[src/rtl/audio_gain_ctrl.sv]
// Button-stepped 3-bit gain stage with 24-bit saturation for the stereo path.
// Optional clip indicator with hold-off is built when AUDIO_GAIN_CLIP_EN is defined.
module audio_gain_ctrl #(
  parameter int         DEBOUNCE_CYCLES  = 1_000_000,
  parameter logic [2:0] GAIN_RESET       = 3'd1,
  parameter int         CLIP_HOLD_CYCLES = 10_000_000
) (
  input  logic        clk,
  input  logic        rst,
  input  logic        btn_up,
  input  logic        btn_dn,
  input  logic        sample_valid,
  input  logic [23:0] ldata_in,
  input  logic [23:0] rdata_in,
  output logic [23:0] ldata_out,
  output logic [23:0] rdata_out,
  output logic        out_valid,
  output logic [2:0]  gain,
  output logic        clip
);

  localparam int DB_W = $clog2(DEBOUNCE_CYCLES + 1);
  localparam logic [DB_W-1:0] DB_LAST = DB_W'(DEBOUNCE_CYCLES - 1);

  if (DEBOUNCE_CYCLES < 2 || CLIP_HOLD_CYCLES < 1) begin : g_bad_param
    $error("audio_gain_ctrl: DEBOUNCE_CYCLES must be >= 2 and CLIP_HOLD_CYCLES >= 1");
  end

  logic [1:0]      up_sync, dn_sync;
  logic [DB_W-1:0] up_cnt, dn_cnt;
  logic            up_acc, dn_acc, up_acc_d, dn_acc_d;
  logic            up_step, dn_step;

  // up_sync[1] / dn_sync[1] are the synchronised button levels
  always_ff @(posedge clk or posedge rst) begin
    if (rst) begin
      up_sync <= '0;
      dn_sync <= '0;
    end else begin
      up_sync <= {up_sync[0], btn_up};
      dn_sync <= {dn_sync[0], btn_dn};
    end
  end

  always_ff @(posedge clk or posedge rst) begin
    if (rst) begin
      up_cnt <= '0;
      up_acc <= 1'b0;
    end else if (up_sync[1] == up_acc) begin
      up_cnt <= '0;
    end else if (up_cnt == DB_LAST) begin
      up_cnt <= '0;
      up_acc <= ~up_acc;
    end else begin
      up_cnt <= up_cnt + 1'b1;
    end
  end

  always_ff @(posedge clk or posedge rst) begin
    if (rst) begin
      dn_cnt <= '0;
      dn_acc <= 1'b0;
    end else if (dn_sync[1] == dn_acc) begin
      dn_cnt <= '0;
    end else if (dn_cnt == DB_LAST) begin
      dn_cnt <= '0;
      dn_acc <= ~dn_acc;
    end else begin
      dn_cnt <= dn_cnt + 1'b1;
    end
  end

  assign up_step = up_acc & ~up_acc_d;
  assign dn_step = dn_acc & ~dn_acc_d;

  always_ff @(posedge clk or posedge rst) begin
    if (rst) begin
      up_acc_d <= 1'b0;
      dn_acc_d <= 1'b0;
      gain     <= GAIN_RESET;
    end else begin
      up_acc_d <= up_acc;
      dn_acc_d <= dn_acc;
      if (up_step && !dn_step && gain != 3'd7)
        gain <= gain + 3'd1;
      else if (dn_step && !up_step && gain != 3'd0)
        gain <= gain - 3'd1;
    end
  end

  function automatic logic [23:0] sat24(input logic signed [26:0] p);
    if (p > 27'sd8388607)       return 24'h7FFFFF;
    else if (p < -27'sd8388608) return 24'h800000;
    else                        return p[23:0];
  endfunction

  // Gain is sampled in the same S1 register that holds both products, so a pair never splits
  logic signed [26:0] l_prod_c, r_prod_c, l_prod, r_prod;
  logic               s1_valid;

  assign l_prod_c = $signed({{3{ldata_in[23]}}, ldata_in}) * $signed({24'd0, gain});
  assign r_prod_c = $signed({{3{rdata_in[23]}}, rdata_in}) * $signed({24'd0, gain});

  always_ff @(posedge clk or posedge rst) begin
    if (rst) begin
      s1_valid <= 1'b0;
      l_prod   <= '0;
      r_prod   <= '0;
    end else begin
      s1_valid <= sample_valid;
      if (sample_valid) begin
        l_prod <= l_prod_c;
        r_prod <= r_prod_c;
      end
    end
  end

  always_ff @(posedge clk or posedge rst) begin
    if (rst) begin
      out_valid <= 1'b0;
      ldata_out <= '0;
      rdata_out <= '0;
    end else begin
      out_valid <= s1_valid;
      if (s1_valid) begin
        ldata_out <= sat24(l_prod);
        rdata_out <= sat24(r_prod);
      end
    end
  end

`ifdef AUDIO_GAIN_CLIP_EN
  localparam int CL_W = $clog2(CLIP_HOLD_CYCLES + 1);
  logic [CL_W-1:0] clip_cnt;
  logic            sat_any;

  assign sat_any = (l_prod > 27'sd8388607) || (l_prod < -27'sd8388608) ||
                   (r_prod > 27'sd8388607) || (r_prod < -27'sd8388608);

  always_ff @(posedge clk or posedge rst) begin
    if (rst) begin
      clip_cnt <= '0;
      clip     <= 1'b0;
    end else if (s1_valid && sat_any) begin
      clip_cnt <= CL_W'(CLIP_HOLD_CYCLES);
      clip     <= 1'b1;
    end else if (clip_cnt != '0) begin
      clip_cnt <= clip_cnt - 1'b1;
      clip     <= (clip_cnt != CL_W'(1));
    end else begin
      clip     <= 1'b0;
    end
  end
`else
  assign clip = 1'b0;
`endif

endmodule

[config.mk]
export PLATFORM = sky130hd
export DESIGN_NAME = audio_gain_ctrl
export DESIGN_NICKNAME = d
export VERILOG_FILES = /design/src/rtl/audio_gain_ctrl.sv
export SDC_FILE = /design/constraint.sdc
export NUM_CORES = 1
export LEC_CHECK = 0
export BUFFER_PORTS_ARGS = -buffer_cell sky130_fd_sc_hd__buf_4
export CAP_MARGIN = 30
export CORE_MARGIN = 4
export CORE_UTILIZATION = 50
export DETAILED_ROUTE_END_ITERATION = 7
export GPL_TIMING_DRIVEN = 1
export PLACE_DENSITY_LB_ADDON = 0.15
export SYNTH_ARGS = -nofsm -noshare
export SYNTH_HDL_FRONTEND = slang
export SYNTH_SLANG_ARGS = --single-unit
export TNS_END_PERCENT = 30
[constraint.sdc]
create_clock -name clk -period 7.7 [get_ports clk]
set_input_delay 0.77 -clock clk [delete_from_list [all_inputs] [get_ports clk]]
set_output_delay 0.77 -clock clk [all_outputs]
set_load 0.03 [all_outputs]
# --- Word level (Yosys, flattened, before mapping) ---
# Cells that the tools add are included.
word_totals:
  wordCells: 58
  reg_bits: 155
  input_bits: 53
  out_inout_bits: 53
op_classes:
  order_cmp: 4
  bitwise: 8
  n_mux: 10
  mul: 2
  eq_ne: 5
  n_addsub: 4
  reduce_logical: 10
ops:
  columns: ["cell", "count"]
  rows:
  - ["$mux W24", 4]
  - ["$mux W20", 4]
  - ["$gt A27 B24 Y1 const B", 2]
  - ["$lt A27 B24 Y1 const B", 2]
  - ["$mul A24 B4 Y27", 2]
  - ["$add A20 B1 Y20 const B", 2]
  - ["$eq A20 B20 Y1 const B", 2]
  - ["$mux W3", 2]
  - ["$not A1 Y1", 6]
  - ["$logic_and A1 B1 Y1", 4]
  - ["$reduce_and A2 Y1", 2]
  - ["$add A3 B1 Y3 const B", 1]
  - ["$ne A3 B3 Y1 const B", 1]
  - ["$reduce_bool A3 Y1", 1]
  - ["$sub A3 B1 Y3 const B", 1]
  - ["$and A1 B1 Y1", 2]
  - ["$eq A1 B1 Y1", 2]
  - ["$logic_not A1 Y1", 2]
  - ["$reduce_bool A2 Y1", 1]

# --- Longest topological paths before layout ---
# Gate-level depths: netlist (run 1).
logic_depth:
  word_depth: 7
  depth_mapped: 16
  depth_no_buf: 13

# --- Worst setup path before layout (run 1) ---
# Ideal clock, no wire load.
synth_path:
  path_type: "register to register"
  start: "reg gain[1]"
  end: "reg r_prod[20]"
  path_slack_ns: 3.755
  required_time_ns: 7.580
  arrival_time_ns: 3.825
  path_stages_with_launch: 14
  path_buffers: 2
  period_less_slack_ns: 3.945
  setup_ns: 0.120
  path_cell_list: "dfrtp_1 -> clkbuf_1 -> clkbuf_1 -> and2_1 -> ha_1 -> fa_1 -> fa_1 -> a211oi_1 -> o21a_2 -> a211oi_4 -> nor2_1 -> o21ai_0 -> or3_1 -> a31o_2"
synth_via:
  elab_chain_len: 1
synth_rtl:
  columns: ["item", "line_no", "rtl"]
  rows:
  - ["start: declaration", "18", "output logic [2:0] gain,"]
  - ["start signal: assignment", "85", "gain <= gain + 3'd1;"]
  - ["start signal: assignment", "87", "gain <= gain - 3'd1;"]
  - ["$mul A24 B4 Y27", "102", "assign r_prod_c = $signed({{3{rdata_in[23]}}, rdata_in}) * $signed({24'd0, gain});"]
  - ["end signal: assignment", "113", "r_prod <= r_prod_c;"]
  - ["end: declaration", "98", "logic signed [26:0] l_prod_c, r_prod_c, l_prod, r_prod;"]
# Every way passes these cells.
# A chain may end at the register's enable or synchronous reset.

# --- Final worst setup path (run 1) ---
# Same ends and word-level chain as after synthesis.

==> results of run 1 <==
-- final timing paths --
check                      slack, ns                  endpoint            startpoint  cells past startpoint
max                             3.49    r_prod[20]$_DFFE_PP0P_   gain[1]$_DFFE_PP0P_                     11
min                             0.36      dn_sync[1]$_DFF_PP0_  dn_sync[0]$_DFF_PP0_                      0
max reg2reg                     3.49    r_prod[20]$_DFFE_PP0P_   gain[1]$_DFFE_PP0P_                     11
min reg2reg                     0.36      dn_sync[1]$_DFF_PP0_  dn_sync[0]$_DFF_PP0_                      0
max in group asynchronous       5.83  ldata_out[0]$_DFFE_PP0P_                   rst                      3
min in group asynchronous       0.53      up_cnt[18]$_DFF_PP0_                   rst                      2
-- cell usage after synthesis, drive strengths merged (5+ instances only) --
| master | instances |
|---|---|
| nand4 | 13 |
| fa | 49 |
| a41oi | 5 |
| o21a | 8 |
| nand2 | 107 |
| nand3 | 31 |
| or3 | 6 |
| a21o | 11 |
| a211oi | 10 |
| xor2 | 37 |
| mux2 | 45 |
| buf | 15 |
| o21ai | 38 |
| ha | 102 |
| clkbuf | 38 |
| nor2 | 168 |
| dfrtp | 154 |
| nor2b | 9 |
| inv | 193 |
| xnor2 | 43 |
| and3 | 15 |
| a21oi | 109 |
| a31oi | 5 |
| nand2b | 10 |
| and2 | 100 |
| nor4 | 5 |
| nor3 | 8 |
-- cell families (layout without fill, tap and decap cells) --
group / after synthesis / count (layout) / share of synthesized area, %
adder cells (fa/ha/maj): 151 / 151 / 19.04
AO/OA/AOI/OAI: 210 / 210 / 10.56
flip-flops: 155 / 155 / 32.72
AND/OR/NAND/NOR: 482 / 482 / 19.39
XOR/XNOR: 80 / 80 / 5.909
buffers and inverters: 246 / 336 / 7.872
multiplexers: 47 / 47 / 4.474
other: 1 / 1 / 0.03163
-- registers in the layout (all words and copies together), names as in the netlist, 2 cells and up --
register   flops
ldata_out     24
up_cnt        20
up_sync        2
r_prod        27
rdata_out     24
dn_sync        2
gain           3
dn_cnt        20
l_prod        27
-- through the flow --
stage | total power, mW | util, % | cells
after floorplan | 0.9732 | - | 1372
after global placement | 1.057 | 55.07 | 1749
after detailed placement | 1.059 | 55.07 | 1749
after CTS | 1.909 | 57.62 | 1781
after global routing | 1.961 | 57.62 | 1781
final | 1.889 | 57.62 | 1781
-- placed cells by master (no fill, tap or decap), drive strengths merged, types with 10 or more instances in the layout --
| master | netlist | final |
|---|---|---|
| nand2 | 107 | 107 |
| ha | 102 | 102 |
| clkbuf | 38 | 20 |
| and3 | 15 | 15 |
| and2 | 100 | 100 |
| xor2 | 37 | 37 |
| nand2b | 10 | 10 |
| inv | 193 | 195 |
| a211oi | 10 | 10 |
| mux2 | 45 | 45 |
| buf | 15 | 111 |
| a21oi | 109 | 109 |
| o21ai | 38 | 38 |
| nand3 | 31 | 31 |
| dfrtp | 154 | 154 |
| nor2 | 168 | 168 |
| a21o | 11 | 11 |
| xnor2 | 43 | 43 |
| nand4 | 13 | 13 |
| fa | 49 | 49 |
-- final cells by class --
cell class                      instances  area, um^2
Inverter                              193       729.5
Multi-Input combinational cell        971        7044
Fill cell                            2225        9918
Clock buffer                           20       456.7
Sequential cell                       155        3881
Tap cell                              319       399.1
Timing Repair Buffer                  111       833.3
Clock inverter                         12       140.1
-- power by group through the flow --
stage                     combinational (mW)  sequential, mW  clock (mW)
after floorplan                       0.0594           0.914           0
after global placement                 0.182           0.874           0
final                                  0.181           0.860       0.848
after global routing                   0.199           0.864       0.899
after CTS                              0.185           0.860       0.864
after detailed placement               0.185           0.875           0
-- worst reg2reg max path: cells and delay by family, from the launching register on --
kind            cells  cell delay [ns]
simple gates        3             0.88
flops               1             0.95
compound gates      5             1.01
fa+ha+maj           3             1.27
-- routing by layer --
layer	up-vias	share of wire [%]	GRT usage (%)	wire length [um]
met4	0	1.1	4.614	289
met5	-	0	0	0
li1	4611	-	-	-
met2	177	45	32.44	11580
met3	22	3.9	3.197	1018
met1	4462	50	30.37	12890
==> impl_metrics.toml, run 1 <==
[logic_synthesis]
synth_nets = 1576
synth_area_leaders = "dfrtp_1, ha_1, fa_1, inv_1, nor2_1"
ys_seq_area_share_pct = 32.72
async_flop_share_pct = 100.0
synth_edf_count = 0
syn-cell-area_um2 = 11860
yosysTopAreaCell = "dfrtp_1"
post-synth-top-area-fraction_pct = 32.50
yosysUniqueCellTypes = 57
synthCells = 1372
ys.flop_type = "dfrtp_1"
avgSynthCellArea_um2 = 8.643
yosys_warnings = 0
ys_seq_elements = 155

[placement]
place_worst_setup_slack_ns = 3.511
io_buffers = 104
dpl_cell_area_um2 = 12890
gp_congestion = 0.8883
dp_hpwl_um = 19330

[clocking]
cts_resized = 0
cts-root-buf = "clkbuf_16"
insertion_delay_ns = 0.44
cts_buffers = 17
clkTransAtPathRegs_ns = 0.07
cts_buffer_depth = 2
h-tree-depth = 4
cts_tree = "done"
numClockSinks = 155
hold_buffers = 0
post_cts_buffers = 0

[power_and_ir_drop]
power.share.switching_pct = 25.67
powerDensity_nw_per_um2 = 140.1
p_int_mw = 1.404
leakage_nw = 6.866
clock_power_share_pct = 44.9
vdd_drop_max_mv = 0.1488
seqPwrFrac_pct = 45.5
switchingPower_mw = 0.4850
combPwrFrac_pct = 9.6

[route]
drt-total-wl_um = 25780
drtIter0Drc = 635
drt_first_pass_iters = 5
drc = 0
drtAntennaViolNets = 0
via_per_inst = 5.206
vias = 9272
wl_per_cell_um = 14.47

[sta]
post-route-period-util_pct = 54.71
max_freq_mhz = 237.4
fin_skew_ns = 0.02673
finalSetupViolations = 0
finalHoldViolCount = 0
hold_slack_ns = 0.3594
fin_tns_setup_ns = 0
slew_headroom_pct = 38.12
tightest_slew_ns = 0.9282
grt_setup_unrepaired = "no"
period_minus_slack_ns = 4.212
drv_slew = 0
postLayoutSetupSlackWorst_ns = 3.488

[cells_and_area]
nets = 1653
fin_area_um2 = 13480
diodes = 0
syn2layout_area_growth_pct = 13.72
final_layout_size_suffix_gt1_share_pct = 13.82

[floorplan]
dieArea_um2 = 26240
die_y_um = 162.0
start_util_pct = 50.67
row_count = 56
io_pins = 106
fp.coreArea_um2 = 23400
die_w_um = 162.0

[critical_path]
crit_chain = "and2_1 > ha_1 > fa_1 > fa_1 > a211oi_1 > o21a_2 > a211oi_4 > nor2_1 > o21ai_0 > or3_1 > a31o_2"
crit_type = "reg2reg"
end_kind = "register"
cp.required_ns = 8.02
crit_top_cell = "fa_1"
crit_path_max_fanout = 34
critPathTopFamily = "adder cells"
crit_path_max_incr_delay_ns = 0.95
critPathLaunchType = "register"
critPathSlowestCell = "dfrtp_1"
arrival_ns = 4.53
worst-path-buf-inv = 0

[global_routing]
grt_pass1_wl_um = 44680
grt-ovfl-total = 0
antenna_found_initial = 0
first_global_vias = 9006
grt_usage_pct = 20.64
grt_max_degree = 96

[run_status]
status = "finished clean"

[job]
max-cap-violations = 0

[min_path]
worstHoldPathType = "reg2reg"
No activity file was read; power rests on OpenSTA's default activity.
==> run 2, diff against run 1 <==
--- a/config.mk
+++ b/config.mk
@@ -5,6 +5,7 @@
 export SDC_FILE = /design/constraint.sdc
 export NUM_CORES = 1
 export LEC_CHECK = 0
+export ABC_AREA = 1
 export BUFFER_PORTS_ARGS = -buffer_cell sky130_fd_sc_hd__buf_4
 export CAP_MARGIN = 30
 export CORE_MARGIN = 4
==> constraint.sdc (replaced) <==
create_clock -name clk -period 4.1 [get_ports clk]
set_input_delay 0.41 -clock clk [delete_from_list [all_inputs] [get_ports clk]]
set_output_delay 0.41 -clock clk [all_outputs]
set_load 0.03 [all_outputs]
==> run 2 against run 1 <==
Core utilization fell by 0.078 points. Combinational power rose by 66%. First-iteration DRC count rose by 30%. Critical path type unchanged. Critical endpoint is now l_prod[16]$_DFFE_PP0P_. Largest cell class unchanged. Highest routed layer unchanged.
==> impl_metrics.toml, run 2 <==
[power_and_ir_drop]
total_power_mw = 3.399
leakage_nw = 9.060
powerDensity_nw_per_um2 = 226.0
vdd_drop_max_mv = 0.2526

[logic_synthesis]
synth.top_cells.by_count = "nand2_1, inv_1, nor2_1, dfrtp_1, ha_1"
yosysUniqueCellTypes = 41
synth_top_family_by_area = "simple AND/OR/NAND/NOR gates"
synth_fa_ha_area_share_pct = 16.96
ys_seq_elements = 155
synth-compound-area-share_pct = 4.380
synth_xor_area_share_pct = 2.566
async_flop_share_pct = 100.0
synth_edf_count = 0
ys_seq_area_share_pct = 29.15
syn-cell-area_um2 = 13310
ys.flop_type = "dfrtp_1"
synth_most_common_cell = "nand2_1"
synthSimpleGateAreaFrac_pct = 31.48
synth_area_leaders = "dfrtp_1, nand2_1, inv_1, ha_1, fa_1"
yosys_warnings = 0
synthCells = 2002
avgSynthCellArea_um2 = 6.649
synth_nets = 2206
post-synth-top-area-fraction_pct = 28.95
synth_mux_area_share_pct = 0.3290
yosysTopAreaCell = "dfrtp_1"

[floorplan]
row_count = 59
dieArea_um2 = 29300
fp.coreArea_um2 = 26130
io_pins = 106
die_w_um = 171.2
die_y_um = 171.2
start_util_pct = 50.94

[sta]
fin_skew_ns = 0.01008
slew_headroom_pct = 39.33
max_freq_mhz = 277.5
period_minus_slack_ns = 3.603
postLayoutSetupSlackWorst_ns = 0.4967
drv_slew = 0
hold_slack_ns = 0.1062
post-route-period-util_pct = 87.89
tightest_slew_ns = 0.9101
grt_setup_unrepaired = "no"
finalHoldViolCount = 0
finalSetupViolations = 0
fin_tns_setup_ns = 0

[critical_path]
end_kind = "register"
r2r_cells = 16
arrival_ns = 3.91
r2r_end = "l_prod[16]$_DFFE_PP0P_"
reg2reg_from = "gain[2]$_DFFE_PP0P_"
crit_path_max_fanout = 41
cp.required_ns = 4.40
r2r_setup_slack_ns = 0.50
critPathLaunchType = "register"
crit_type = "reg2reg"

[cells_and_area]
syn2layout_area_growth_pct = 12.96
top_regs = "l_prod x27, r_prod x27"
seq_area_um2 = 3882
final_layout_size_suffix_gt1_share_pct = 8.789
nets = 2296
final_cell_mix = "nand2_1, inv_1, nor2_1"
layout_commonest_cell = "nand2_1"
diodes = 0
multi_input_area_um2 = 7442
nFillCells = 2634

[clocking]
cts_tree = "done"
clkTransAtPathRegs_ns = 0.06
cts_buffers = 17
post_cts_buffers = 0
h-tree-depth = 4
numClockSinks = 155
cts-root-buf = "clkbuf_16"
cts_buffer_depth = 2
insertion_delay_ns = 0.42
hold_buffers = 0
cts_resized = 0

[global_routing]
antenna_found_initial = 0
grt_usage_pct = 22.04
first_global_vias = 11131
grt_max_degree = 83
grt_pass1_wl_um = 53110
grt-ovfl-total = 0

[placement]
dp_hpwl_um = 24840
gp_congestion = 0.9122
io_buffers = 104
place_worst_setup_slack_ns = 0.6019

[route]
vias = 11859
drtIter0Drc = 823
wl_per_cell_um = 12.79
drc = 0
drt-total-wl_um = 31210
via_per_inst = 4.860
drt_first_pass_iters = 5
drtAntennaViolNets = 0

[run_status]
status = "finished clean"

[min_path]
worstHoldStart = "btn_up"
min_path_cells = 1
min_to = "up_sync[0]$_DFF_PP0_"
worstHoldPathType = "in2reg"

[job]
max-cap-violations = 0
[run 2: critical path: stages (launching register included)]
cell      delay [ns]
dfrtp_2         0.89
buf_4           0.31
nand2_1         0.06
inv_1           0.05
ha_1            0.11
inv_1           0.05
fa_1            0.52
inv_1           0.04
ha_1            0.36
nand2_1         0.23
inv_1           0.08
a21oi_1         0.26
nand2_1         0.12
inv_1           0.09
nand3b_1        0.08
nand3_1         0.13
nand2_1         0.07
[run 2: layout make-up]
type                    instances  area share [%]
flip-flops and latches        155           25.82
inverters                     486           12.16
clock buffers                  20           2.971
multi-input cells            1316           49.49
repair buffers                116           6.008
well taps                     335           2.787
clock inverters                12          0.7655
[run 2: layer usage]
metal	up-vias	wire length [um]	GRT usage, %
li1	6122	-	-
met1	5437	15860	33.51
met2	275	13620	34.12
met3	25	1415	2.380
met4	0	308	4.719
met5	-	0	0
[run 2: logic make-up after synthesis]
| kind of cell | count (synthesis) |
|---|---|
| muxes | 4 |
| AOI/OAI and AO/OA | 109 |
| adders and majority gates | 151 |
| buffers and inverters | 531 |
| and+or+nand+nor | 1012 |
| other | 1 |
| xor gates and xnor gates | 39 |
| DFF | 155 |
[run 2: how the worst max path moves through the flow]
stage / start / end / slack (ns)
3_5_place_dp: gain[1]$_DFFE_PP0P_ / l_prod[14]$_DFFE_PP0P_ / 0.60
2_1_floorplan: gain[1]$_DFFE_PP0P_ / l_prod[12]$_DFFE_PP0P_ / 0.83
6_report: gain[2]$_DFFE_PP0P_ / l_prod[16]$_DFFE_PP0P_ / 0.50
4_1_cts: gain[2]$_DFFE_PP0P_ / l_prod[16]$_DFFE_PP0P_ / 0.57
5_1_grt: gain[1]$_DFFE_PP0P_ / r_prod[21]$_DFFE_PP0P_ / 0.27
3_3_place_gp: gain[2]$_DFFE_PP0P_ / l_prod[16]$_DFFE_PP0P_ / 0.62
[run 2: through the flow]
stage / util, % / std cells / instance area [um^2]
3_3_place_gp: 55.29 / 2407 / 14450
4_1_cts: 57.44 / 2439 / 15010
6_report: 57.54 / 2440 / 15040
2_1_floorplan: - / 2002 / 13320
3_5_place_dp: 55.29 / 2407 / 14450
5_1_grt: 57.54 / 2440 / 15040
[run 2: report_power, final]
| group | leakage (nW) | switching (mW) | internal [mW] | total, mW |
|---|---|---|---|---|
| combinational | 6.73 | 0.197 | 0.105 | 0.301 |
| sequential | 2.07 | 0.0313 | 1.57 | 1.60 |
| clock | 0.268 | 0.637 | 0.858 | 1.49 |
==> run 3, diff against run 2 <==
--- a/config.mk
+++ b/config.mk
@@ -8,6 +8,7 @@
 export ABC_AREA = 1
 export BUFFER_PORTS_ARGS = -buffer_cell sky130_fd_sc_hd__buf_4
 export CAP_MARGIN = 30
+export CORE_ASPECT_RATIO = 0.75
 export CORE_MARGIN = 4
 export CORE_UTILIZATION = 50
 export DETAILED_ROUTE_END_ITERATION = 7
==> run 3 against run 2 <==
Setup slack lost 0.015 ns. Hold slack got worse by 0.017 ns. Total power down 0.16%. Largest cell class unchanged. Largest power group unchanged.
==> impl_metrics.toml, run 3 (same netlist as run 2, synthesis figures left out) <==
[route]
drt-total-wl_um = 34120
drtIter0Drc = 1103
drtAntennaViolNets = 0
via_per_inst = 4.924
wl_per_cell_um = 13.94
drt_first_pass_iters = 5
vias = 12048
drc = 0

[sta]
period_minus_slack_ns = 3.618
grt_setup_unrepaired = "no"
drv_slew = 0
tightest_slew_ns = 0.9734
post-route-period-util_pct = 88.25
fin_tns_setup_ns = 0
slew_headroom_pct = 35.03
finalHoldViolCount = 0
finalSetupViolations = 0
fin_skew_ns = 0.01096
max_freq_mhz = 276.4

[global_routing]
grt-ovfl-total = 0
grt_usage_pct = 23.75
grt_pass1_wl_um = 56660
first_global_vias = 11198
grt_max_degree = 139
antenna_found_initial = 0

[floorplan]
fp.coreArea_um2 = 26100
die_w_um = 196.4
row_count = 51
die_y_um = 149.3
dieArea_um2 = 29320
start_util_pct = 51.00
io_pins = 106

[cells_and_area]
final_cell_mix = "nand2_1, inv_1, nor2_1"
fin_area_um2 = 15050
diodes = 0
nets = 2295
post-route-util_pct = 57.65
syn2layout_area_growth_pct = 13.04
final_layout_size_suffix_gt1_share_pct = 8.654
top_regs = "l_prod x27, r_prod x27"
nFillCells = 2546
layout_commonest_cell = "nand2_1"

[clocking]
cts_tree = "done"
cts-root-buf = "clkbuf_16"
cts_buffers = 17
cts_buffer_depth = 2
h-tree-depth = 4
cts_resized = 0
numClockSinks = 155
insertion_delay_ns = 0.43
clkTransAtPathRegs_ns = 0.06

[critical_path]
critPathLaunchType = "register"
end_kind = "register"
cp.required_ns = 4.40
arrival_ns = 3.92
crit_type = "reg2reg"
crit_path_max_fanout = 24

[power_and_ir_drop]
powerDensity_nw_per_um2 = 225.5
leakage_nw = 9.049
vdd_drop_max_mv = 0.2372

[placement]
dpl_cell_area_um2 = 14480
io_buffers = 104
dp_hpwl_um = 26910
gp_congestion = 0.9859

[min_path]
worstHoldPathType = "in2reg"

[job]
max-cap-violations = 0

[run_status]
status = "finished clean"
[run 3: cell types whose count changed in the layout (fill, tap and decap cells not counted)]
cell / delta
clkinv_2: +1
clkinv_4: -1
buf_8: +1
clkbuf_8: +1
buf_12: +2
buf_4: -4
inv_6: -3
buf_16: -1
dlygate4sd3_1: +1
clkinvlp_4: +1
[run 3: what timing repair did]
action / in CTS / in global routing
setup buffers: 0 / 0
hold buffers: 1 / 0
hold endpoints to repair: 17 / 0
[run 3: per-layer routing]
metal	vias to the layer above	routed length [um]	part of all wire, %	GRT usage (%)
met5	-	0	0	0
met4	0	303	0.89	4.152
met3	29	2680	7.9	3.974
met2	367	13110	38	32.51
met1	5527	18030	53	39.17
li1	6125	-	-	-
[run 3: path summary, 6_finish.rpt]
kind | slack (ns) | start | endpoint | depth (start not counted)
max reg2reg | 0.48 | gain[0]$_DFFE_PP1P_ | r_prod[18]$_DFFE_PP0P_ | 12
min reg2reg | 0.36 | dn_sync[0]$_DFF_PP0_ | dn_sync[1]$_DFF_PP0_ | 0
max | 0.48 | gain[0]$_DFFE_PP1P_ | r_prod[18]$_DFFE_PP0P_ | 12
max in group asynchronous | 2.51 | rst | gain[1]$_DFFE_PP0P_ | 4
min in group asynchronous | 0.54 | rst | dn_acc$_DFFE_PP0P_ | 3
min | 0.09 | btn_dn | dn_sync[0]$_DFF_PP0_ | 1
[run 3: per-stage QoR]
step / instances / hold WS (ns) / power [mW] / setup slack (ns)
2_1_floorplan: 2002 / 0.3312 / 1.782 / 0.8298
3_3_place_gp: 2414 / 0.3558 / 1.928 / 0.5563
3_5_place_dp: 2415 / 0.3496 / 1.933 / 0.6258
4_1_cts: 2447 / 0.07757 / 3.418 / 0.5837
5_1_grt: 2447 / 0.08225 / 3.517 / 0.3075
6_report: 2447 / 0.08963 / 3.393 / 0.4816
[run 3: layout make-up]
class | count | area [um^2] | share of cell area, %
clock buffer | 21 | 460.4 | 3.060
clock inverter | 10 | 92.59 | 0.6153
inverter | 486 | 1828 | 12.15
multi-input combinational | 1316 | 7442 | 49.46
sequential | 155 | 3882 | 25.80
tap | 344 | 430.4 | 2.860
timing repair buffer | 115 | 910.9 | 6.054
[run 3: report_power, final]
| group | internal, mW | switching (mW) | total (mW) |
|---|---|---|---|
| Combinational | 0.103 | 0.201 | 0.304 |
| Clock | 0.862 | 0.628 | 1.49 |
| Sequential | 1.57 | 0.0280 | 1.60 |
[run 3: critical path: stages (launching register included)]
cell and delay [ns]:
dfstp_2 0.90, buf_4 0.28, nand2_1 0.09, fa_1 0.48, inv_1 0.04, ha_1 0.42, nand2_1 0.18, nor2_1 0.40
nand2_1 0.19, a21oi_1 0.20, o21ai_0 0.10, nand3_1 0.15, nand2_1 0.06
